===== config.mk =====
export PLATFORM = sky130hd
export DESIGN_NAME = pipeline_ctrl
export DESIGN_NICKNAME = d
export VERILOG_FILES = /design/src/rtl/mips_pkg.sv /design/src/rtl/pipeline_ctrl_forwarding_unit.sv /design/src/rtl/pipeline_ctrl.sv
export SDC_FILE = /design/constraint.sdc
export NUM_CORES = 1
export LEC_CHECK = 0
export BUFFER_PORTS_ARGS = -buffer_cell sky130_fd_sc_hd__buf_2
export CAP_MARGIN = 20
export CORE_MARGIN = 2
export CORE_UTILIZATION = 47
export CTS_CLUSTER_SIZE = 8
export DETAILED_ROUTE_END_ITERATION = 8
export HOLD_SLACK_MARGIN = 0.12
export PLACE_DENSITY = 0.9
export RECOVER_POWER = 100
export SKIP_LAST_GASP = 1
export SLEW_MARGIN = 20
export SYNTH_ARGS = -nofsm -noshare
export SYNTH_HDL_FRONTEND = slang
export SYNTH_SLANG_ARGS = --single-unit

===== constraint.sdc =====
create_clock -name clk -period 2.3 [get_ports clk]
set_input_delay 0.23 -clock clk [delete_from_list [all_inputs] [get_ports clk]]
set_output_delay 0.23 -clock clk [all_outputs]
set_load 0.05 [all_outputs]

===== src/rtl/mips_pkg.sv =====
// Shared types and constants for the pipeline hazard/stall controller.
package mips_pkg;

    typedef enum logic {
        RUN      = 1'b0,
        MEM_WAIT = 1'b1
    } state_e;

    localparam logic [1:0] FWD_REG = 2'b00;
    localparam logic [1:0] FWD_WB  = 2'b01;
    localparam logic [1:0] FWD_MEM = 2'b10;

    // Register 0 is hardwired to zero, so it never matches as a producer.
    function automatic logic reg_match(input logic [4:0] producer, input logic [4:0] consumer);
        return (producer != 5'd0) && (producer == consumer);
    endfunction

endpackage


===== src/rtl/pipeline_ctrl_forwarding_unit.sv =====
// EX operand forwarding select: the younger EX/MEM result wins over MEM/WB.
module forwarding_unit
    import mips_pkg::*;
(
    input  logic [4:0] ID_EX_Rs,
    input  logic [4:0] ID_EX_Rt,
    input  logic       EX_MEM_RegWrite,
    input  logic [4:0] EX_MEM_Rd,
    input  logic       MEM_WB_RegWrite,
    input  logic [4:0] MEM_WB_Rd,
    output logic [1:0] fwd_a,
    output logic [1:0] fwd_b
);

    always_comb begin
        fwd_a = FWD_REG;
        fwd_b = FWD_REG;
        if (EX_MEM_RegWrite && reg_match(EX_MEM_Rd, ID_EX_Rs)) begin
            fwd_a = FWD_MEM;
        end else if (MEM_WB_RegWrite && reg_match(MEM_WB_Rd, ID_EX_Rs)) begin
            fwd_a = FWD_WB;
        end
        if (EX_MEM_RegWrite && reg_match(EX_MEM_Rd, ID_EX_Rt)) begin
            fwd_b = FWD_MEM;
        end else if (MEM_WB_RegWrite && reg_match(MEM_WB_Rd, ID_EX_Rt)) begin
            fwd_b = FWD_WB;
        end
    end

endmodule


===== src/rtl/pipeline_ctrl.sv =====
// Pipeline stall/flush/forward controller with data-memory wait FSM.
// Define PIPELINE_FORWARD_EN to enable operand forwarding; otherwise RAW hazards stall.
module pipeline_ctrl
    import mips_pkg::*;
#(
    parameter int WAIT_CNT_W = 8,
    parameter int PERF_CNT_W = 16
) (
    input  logic                  clk,
    input  logic                  reset_n,
    input  logic [4:0]            IF_ID_Rs,
    input  logic [4:0]            IF_ID_Rt,
    input  logic [4:0]            ID_EX_Rs,
    input  logic [4:0]            ID_EX_Rt,
    input  logic [4:0]            ID_EX_Rd,
    input  logic                  ID_EX_MemRead,
    input  logic                  ID_EX_RegWrite,
    input  logic                  EX_MEM_RegWrite,
    input  logic [4:0]            EX_MEM_Rd,
    input  logic                  MEM_WB_RegWrite,
    input  logic [4:0]            MEM_WB_Rd,
    input  logic                  Branch_taken,
    input  logic                  dmem_req,
    input  logic                  dmem_ready,
    output logic                  PC_write,
    output logic                  IF_ID_write,
    output logic                  IF_ID_flush,
    output logic                  ID_EX_flush,
    output logic                  EX_MEM_hold,
    output logic                  MEM_WB_bubble,
    output logic [1:0]            ForwardA,
    output logic [1:0]            ForwardB,
    output logic                  mem_timeout,
    output logic [PERF_CNT_W-1:0] stall_cycles,
    output state_e                state_dbg
);

    state_e                  state_q, state_d;
    logic [WAIT_CNT_W-1:0]   wait_cnt_q, wait_cnt_d;
    logic                    mem_timeout_q, mem_timeout_d;
    logic [PERF_CNT_W-1:0]   stall_cycles_q, stall_cycles_d;

    logic       mem_freeze;
    logic       load_use;
    logic       data_hazard;
    logic [1:0] fwd_a;
    logic [1:0] fwd_b;

    assign load_use = ID_EX_MemRead &&
                      (reg_match(ID_EX_Rt, IF_ID_Rs) || reg_match(ID_EX_Rt, IF_ID_Rt));

`ifdef PIPELINE_FORWARD_EN
    logic unused_ok;
    assign unused_ok   = ^{ID_EX_RegWrite, ID_EX_Rd};
    assign data_hazard = load_use;

    forwarding_unit u_forwarding_unit (
        .ID_EX_Rs        (ID_EX_Rs),
        .ID_EX_Rt        (ID_EX_Rt),
        .EX_MEM_RegWrite (EX_MEM_RegWrite),
        .EX_MEM_Rd       (EX_MEM_Rd),
        .MEM_WB_RegWrite (MEM_WB_RegWrite),
        .MEM_WB_Rd       (MEM_WB_Rd),
        .fwd_a           (fwd_a),
        .fwd_b           (fwd_b)
    );
`else
    logic unused_ok;
    assign unused_ok = ^{MEM_WB_RegWrite, MEM_WB_Rd, ID_EX_Rs};

    // Without forwarding, any in-flight producer of a source register must drain first.
    assign data_hazard = load_use
        || (ID_EX_RegWrite  && (reg_match(ID_EX_Rd,  IF_ID_Rs) || reg_match(ID_EX_Rd,  IF_ID_Rt)))
        || (EX_MEM_RegWrite && (reg_match(EX_MEM_Rd, IF_ID_Rs) || reg_match(EX_MEM_Rd, IF_ID_Rt)));
    assign fwd_a = FWD_REG;
    assign fwd_b = FWD_REG;
`endif

    // Next-state: the wait state is held exactly while the memory is frozen.
    always_comb begin
        mem_freeze = 1'b0;
        state_d    = state_q;
        case (state_q)
            RUN: begin
                mem_freeze = dmem_req && !dmem_ready;
                if (mem_freeze) state_d = MEM_WAIT;
            end
            MEM_WAIT: begin
                mem_freeze = !dmem_ready;
                if (dmem_ready) state_d = RUN;
            end
            default: state_d = RUN;
        endcase
    end

    always_comb begin
        PC_write      = 1'b1;
        IF_ID_write   = 1'b1;
        IF_ID_flush   = 1'b0;
        ID_EX_flush   = 1'b0;
        EX_MEM_hold   = 1'b0;
        MEM_WB_bubble = 1'b0;
        ForwardA      = fwd_a;
        ForwardB      = fwd_b;
        if (!reset_n) begin
            PC_write      = 1'b0;
            IF_ID_write   = 1'b0;
            IF_ID_flush   = 1'b1;
            ID_EX_flush   = 1'b1;
            MEM_WB_bubble = 1'b1;
            ForwardA      = FWD_REG;
            ForwardB      = FWD_REG;
        end else if (mem_freeze) begin
            // A taken branch is not acted on here; EX keeps presenting it until release.
            PC_write      = 1'b0;
            IF_ID_write   = 1'b0;
            EX_MEM_hold   = 1'b1;
            MEM_WB_bubble = 1'b1;
        end else if (Branch_taken) begin
            IF_ID_flush = 1'b1;
            ID_EX_flush = 1'b1;
        end else if (data_hazard) begin
            PC_write    = 1'b0;
            IF_ID_write = 1'b0;
            ID_EX_flush = 1'b1;
        end
    end

    always_comb begin
        if (state_d == MEM_WAIT) begin
            wait_cnt_d = (&wait_cnt_q) ? wait_cnt_q : wait_cnt_q + WAIT_CNT_W'(1);
        end else begin
            wait_cnt_d = '0;
        end
        mem_timeout_d  = mem_timeout_q | (&wait_cnt_d);
        stall_cycles_d = stall_cycles_q + (PC_write ? PERF_CNT_W'(0) : PERF_CNT_W'(1));
    end

    always_ff @(posedge clk or negedge reset_n) begin
        if (!reset_n) begin
            state_q        <= RUN;
            wait_cnt_q     <= '0;
            mem_timeout_q  <= 1'b0;
            stall_cycles_q <= '0;
        end else begin
            state_q        <= state_d;
            wait_cnt_q     <= wait_cnt_d;
            mem_timeout_q  <= mem_timeout_d;
            stall_cycles_q <= stall_cycles_d;
        end
    end

    assign mem_timeout  = mem_timeout_q;
    assign stall_cycles = stall_cycles_q;
    assign state_dbg    = state_q;

endmodule


======== Word-level counts from Yosys, hierarchy flattened ========
Index checks and enable logic that the tools add are counted.
word-level totals
  ROM bits ................................ 0
  latch bits .............................. 0
  memories ................................ 0
  flip-flop bits (word level) ............. 26
  bits in writable memories ............... 0
  logic and storage cells ................. 56
operators by class
  reductions and logical operators ........ 21
  order comparisons ....................... 0
  bitwise operators ....................... 2
  shift operators ......................... 0
  mux-type cells .......................... 21
  multipliers ............................. 0
  div/mod/pow operators ................... 0
  equal/unequal tests ..................... 6
  add/subtract/negate cells ............... 2
operators by type and width
  cell                                                           number
  5-bit == test                                                  6
  1-bit two-way mux                                              17
  16-bit by 1-bit adder with 16-bit output                       1
  8-bit two-way mux                                              2
  8-bit AND reduction                                            2
  5-bit nonzero test                                             3
  1-bit logical AND                                              10
  8-bit by 1-bit adder with 8-bit output, second input constant  1
  1-bit logical OR                                               5
  1-bit case mux with 2 select lines                             2
  1-bit logical NOT                                              1
  1-bit inverter                                                 1
  1-bit OR                                                       1

======== Longest topological paths before layout ========
  depth in word-level cells ............... 12
  gate-level depth with buffers ........... 11
  mapped depth without buffers ............ 11

======== Least setup slack after synthesis ========
Ideal clock, no wire load.
  path kind ............................... register to register
  start point ............................. register state_q (netlist: state_dbg)
  end point ............................... register stall_cycles_q[13] (netlist: stall_cycles[13])
  path buffers ............................ 1
  required time ........................... 2.159 ns
  clock period less this slack ............ 2.659 ns
  setup slack ............................. -0.359 ns
  stages on the path, launching flop included .. 11
  arrival ................................. 2.518 ns
  path through ............................ dfrtp_1 -> nor2_1 -> or2_2 -> clkbuf_1 -> nand2_1 -> o21bai_1 -> ha_1 -> nand3_1 -> nor2_1 -> nand3_1 -> xnor2_1
on the way
  cells in the longest elaborated chain, start to end .. 6
RTL lines
  what                                        line                  text
  start: declaration                          pipeline_ctrl.sv:38   state_e state_q, state_d;
  start signal: assignment                    pipeline_ctrl.sv:146  state_q <= state_d;
  1-bit inverter                              pipeline_ctrl.sv:83   case (state_q)
  1-bit case mux with 2 select lines *        pipeline_ctrl.sv:83
  1-bit two-way mux *                         pipeline_ctrl.sv:113  end else if (mem_freeze) begin
  1-bit two-way mux *                         pipeline_ctrl.sv:105  if (!reset_n) begin
  1-bit two-way mux *                         pipeline_ctrl.sv:136  stall_cycles_d = stall_cycles_q + (PC_write ? PERF_CNT_W'(0) : PERF_CNT_W'(1));
  16-bit by 1-bit adder with 16-bit output *  pipeline_ctrl.sv:136
  net stall_cycles_d[13]                      pipeline_ctrl.sv:41   logic [PERF_CNT_W-1:0] stall_cycles_q, stall_cycles_d;
  end signal: assignment                      pipeline_ctrl.sv:149  stall_cycles_q <= stall_cycles_d;
  end: declaration                            pipeline_ctrl.sv:41
The timed path passes the listed nets; every way through them passes the cells marked *.

======== Worst setup path after layout ========
  start point ............................. input port ID_EX_Rd[1]
  end point ............................... output port PC_write
on the way
  cells in the longest elaborated chain, start to end .. 10
  elaborated cells between the ends (all ways) .. 13
  those cells by class .................... eq/ne: 2; mux: 4; reduce/logical: 7
RTL lines
  what                                                        line                  text
  start: declaration                                          pipeline_ctrl.sv:15   input logic [4:0] ID_EX_Rd,
  5-bit == test / 5-bit nonzero test (equally long branches)  mips_pkg.sv:15        return (producer != 5'd0) && (producer == consumer);
  1-bit logical AND                                           mips_pkg.sv:15
  1-bit logical OR *                                          pipeline_ctrl.sv:73   || (ID_EX_RegWrite && (reg_match(ID_EX_Rd, IF_ID_Rs) || reg_match(ID_EX_Rd, IF_ID_Rt)))
  1-bit logical AND *                                         pipeline_ctrl.sv:73
  1-bit logical OR *                                          pipeline_ctrl.sv:73
  1-bit logical OR *                                          pipeline_ctrl.sv:74   || (EX_MEM_RegWrite && (reg_match(EX_MEM_Rd, IF_ID_Rs) || reg_match(EX_MEM_Rd, IF_ID_Rt)));
  1-bit two-way mux *                                         pipeline_ctrl.sv:122  end else if (data_hazard) begin
  1-bit two-way mux *                                         pipeline_ctrl.sv:119  end else if (Branch_taken) begin
  1-bit two-way mux *                                         pipeline_ctrl.sv:113
  1-bit two-way mux *                                         pipeline_ctrl.sv:105
  end: declaration                                            pipeline_ctrl.sv:25   output logic PC_write,
Every way passes the cells marked *; elsewhere a longest branch is shown, timed or not.

==> flow_metrics.env <==
export IMPL_place_ws_ns=-0.158
export IMPL_synthArstFlopShare_pct=100
export IMPL_synthTopCellsByArea="dfrtp_1 (40%), xnor2_1 (22%), nand3_1 (5.5%)"
export IMPL_synth_edf_count=0
export IMPL_routed_wl_um=3750
export IMPL_dpl_cell_count=290
export IMPL_clkSinkCount=26
export IMPL_drc=0
export IMPL_power_density_nw_per_um2=707
export IMPL_grt_max_degree=29
export IMPL_cts_htree_levels=1
export IMPL_clk_latency_ns=0.32
export IMPL_io_pins=72
export IMPL_synth_cell_types=29
export IMPL_viasPerCell=5.07
export IMPL_slew_headroom_pct=57.2
export IMPL_power_leakage_nw=0.961
export IMPL_hpwl_um=2980
export IMPL_fin_nets=297
export IMPL_final_core_util_pct=64.0
export IMPL_initial_utilization_pct=49.2
export IMPL_tightest_slew_ns=0.644
export IMPL_worst_slack_ns=0.0655
export IMPL_cts_tree="done"
export IMPL_critPathArrivalTime_ns=2.00
export IMPL_setup_tns_final_ns=0
export IMPL_port_buffers=56
export IMPL_rows=21
export IMPL_numCtsBuffers=3
export IMPL_layout_min_cycle_time_ns=2.23
export IMPL_cts_root_buf="clkbuf_4"
export IMPL_netlist_area_sq_um=1640
export IMPL_required_ns=2.07
export IMPL_worstSetupStartpointType="input port"
export IMPL_die_w_um=63.1
export IMPL_grt_pass1_wl_um=6400
export IMPL_stdcell_count=295
export IMPL_finalHoldViolations=0
export IMPL_synth_top_area_cell="dfrtp_1"
export IMPL_status="completed"
export IMPL_grt_use_total_pct=19.8
export IMPL_core_area_sq_um=3340
export IMPL_overflow=0
export IMPL_wl_per_cell_um=12.7
export IMPL_grt_antenna_before_repair=0
export IMPL_grt_pass1_vias=1485
export IMPL_crit_fanout=2
export IMPL_setup_violations=0
export IMPL_num_antenna_cells=0
export IMPL_die_area_sq_um=3980
export IMPL_gp_congestion=0.954
export IMPL_drt_initial_drc_count=59
export IMPL_yosysTopAreaCellShare_pct=39.6
export IMPL_rsz0062_at_grt="no"
export IMPL_dieHeight_um=63.1
export IMPL_clk_pin_slew_ns=0.13
export IMPL_synthCells=176
export IMPL_synth_ff_type="dfrtp_1"
export IMPL_criticalPathCategory="input port to output port"
export IMPL_layout_drive_gt1_share_pct=24.9
export IMPL_cp_end_kind="output port"
export IMPL_cts_path_max_buffers=2
export IMPL_hp_class="input port to asynchronous set/reset pin"
export IMPL_drv_cap=0
export IMPL_rrSetupSlack_ns=0.34
export IMPL_firstDrtPassIters=4
export IMPL_postRouteAntennaNets=0
export IMPL_placed_cell_area_sq_um=2080
export IMPL_final_area_sq_um=2140
export IMPL_synthTopCellsByCount="xnor2_1 (41), dfrtp_1 (26), nand3_1 (18)"
export IMPL_yosysMostFrequentCell="xnor2_1"
export IMPL_finalCritPeriodShare_pct=97.2
export IMPL_ir_worst_vdd_v=0.000747
export IMPL_yosysWarningCount=0
export IMPL_synth_seq_area_share_pct=39.6
export IMPL_vias=1497
export IMPL_area_delta_synth_final_pct=30.1
export IMPL_worst_clock_skew_ns=0.00442
export IMPL_max_freq_mhz=448
export IMPL_avgSynthCellArea_sq_um=9.33
export IMPL_ys_ff_latch=26
export IMPL_maxSlewViolCount=0
-- power breakdown --
group / switching (W) / internal, W / total [W]
logic: 0.000419 / 0.000184 / 0.000603
clock network: 0.000129 / 0.000176 / 0.000306
registers: 0.0000771 / 0.000523 / 0.000600
total: 0.000626 / 0.000883 / 0.00151
-- repair_timing --
item                                    4_1_cts  5_1_grt
resized for setup                             0       10
endpoints found under the hold margin        26        0
endpoints found under the setup margin        0        3
setup buffers                                 0        0
hold buffers                                  1        0
-- sequential cells by signal, summed over array words and instances, names as in the netlist --
register,count
mem_timeout,1
stall_cycles,16
state_dbg,1
wait_cnt_q,8
-- placed cells by master, fill, tap and decap left out, types with 2 or more instances in the layout --
master / instances
or4_1: 2
buf_2: 30
nor3_1: 3
a31oi_1: 2
xor2_1: 7
conb_1: 4
ha_1: 3
inv_1: 4
dfrtp_1: 25
o21a_1: 3
xnor2_1: 41
nand4_1: 3
o22ai_1: 3
nand2_1: 14
buf_6: 2
clkbuf_4: 4
o21ai_0: 2
nand3_1: 18
buf_4: 16
clkbuf_2: 2
nor2_1: 15
and3_1: 7
clkbuf_1: 21
a211oi_1: 2
-- through the flow --
stage,hold slack [ns],power (W)
6_report,0.262,0.00151
5_1_grt,0.254,0.00159
4_1_cts,0.217,0.00154
3_5_place_dp,0.0458,0.00123
3_3_place_gp,0.0454,0.00121
2_1_floorplan,-0.0656,0.00103
-- layer usage --
layer  vias to the layer above  routed length [um]  global-route usage (%)
li1                        740                   -                       -
met1                       708                1650                    25.3
met2                        41                1880                    34.3
met3                         8                 143                    3.75
met4                         0                  68                    5.00
met5                         -                   0                       0
-- cells by family after synthesis --
| group | count (synthesis) | synth area share (%) |
|---|---|---|
| compound gates | 20 | 8.77 |
| xor+xnor | 48 | 25.6 |
| fa+ha+maj | 3 | 2.29 |
| buf+inv | 11 | 3.66 |
| flops | 26 | 39.6 |
| mux | 1 | 0.610 |
| other cells | 1 | 0.228 |
| simple gates | 66 | 19.2 |
-- worst max-delay path, stage by stage --
cell      delay, ns
buf_2          0.11
or4_1          0.55
o21a_1         0.20
a222oi_1       0.38
buf_4          0.20
o21ba_2        0.17
buf_6          0.17
-- final cells by class --
| cell class | count | area, sq um |
|---|---|---|
| Inverter | 4 | 15.0 |
| Clock buffer | 3 | 22.5 |
| Clock inverter | 1 | 30.0 |
| Sequential cell | 26 | 652 |
| Multi-Input combinational cell | 142 | 960 |
| Tap cell | 46 | 57.6 |
| Fill cell | 303 | 1200 |
| Timing Repair Buffer | 73 | 399 |
-- worst paths after layout --
kind | from | cells after the start | endpoint
min in group clk | Branch_taken | 3 | stall_cycles[0]$_DFF_PN0_
min reg2reg | stall_cycles[15]$_DFF_PN0_ | 1 | stall_cycles[15]$_DFF_PN0_
min | reset_n | 2 | wait_cnt_q[3]$_DFF_PN0_
max | ID_EX_Rd[1] | 7 | PC_write
max reg2reg | state_dbg$_DFF_PN0_ | 9 | stall_cycles[11]$_DFF_PN0_
max in group asynchronous | reset_n | 3 | state_dbg$_DFF_PN0_
No activity file was read; power rests on OpenSTA's default activity.
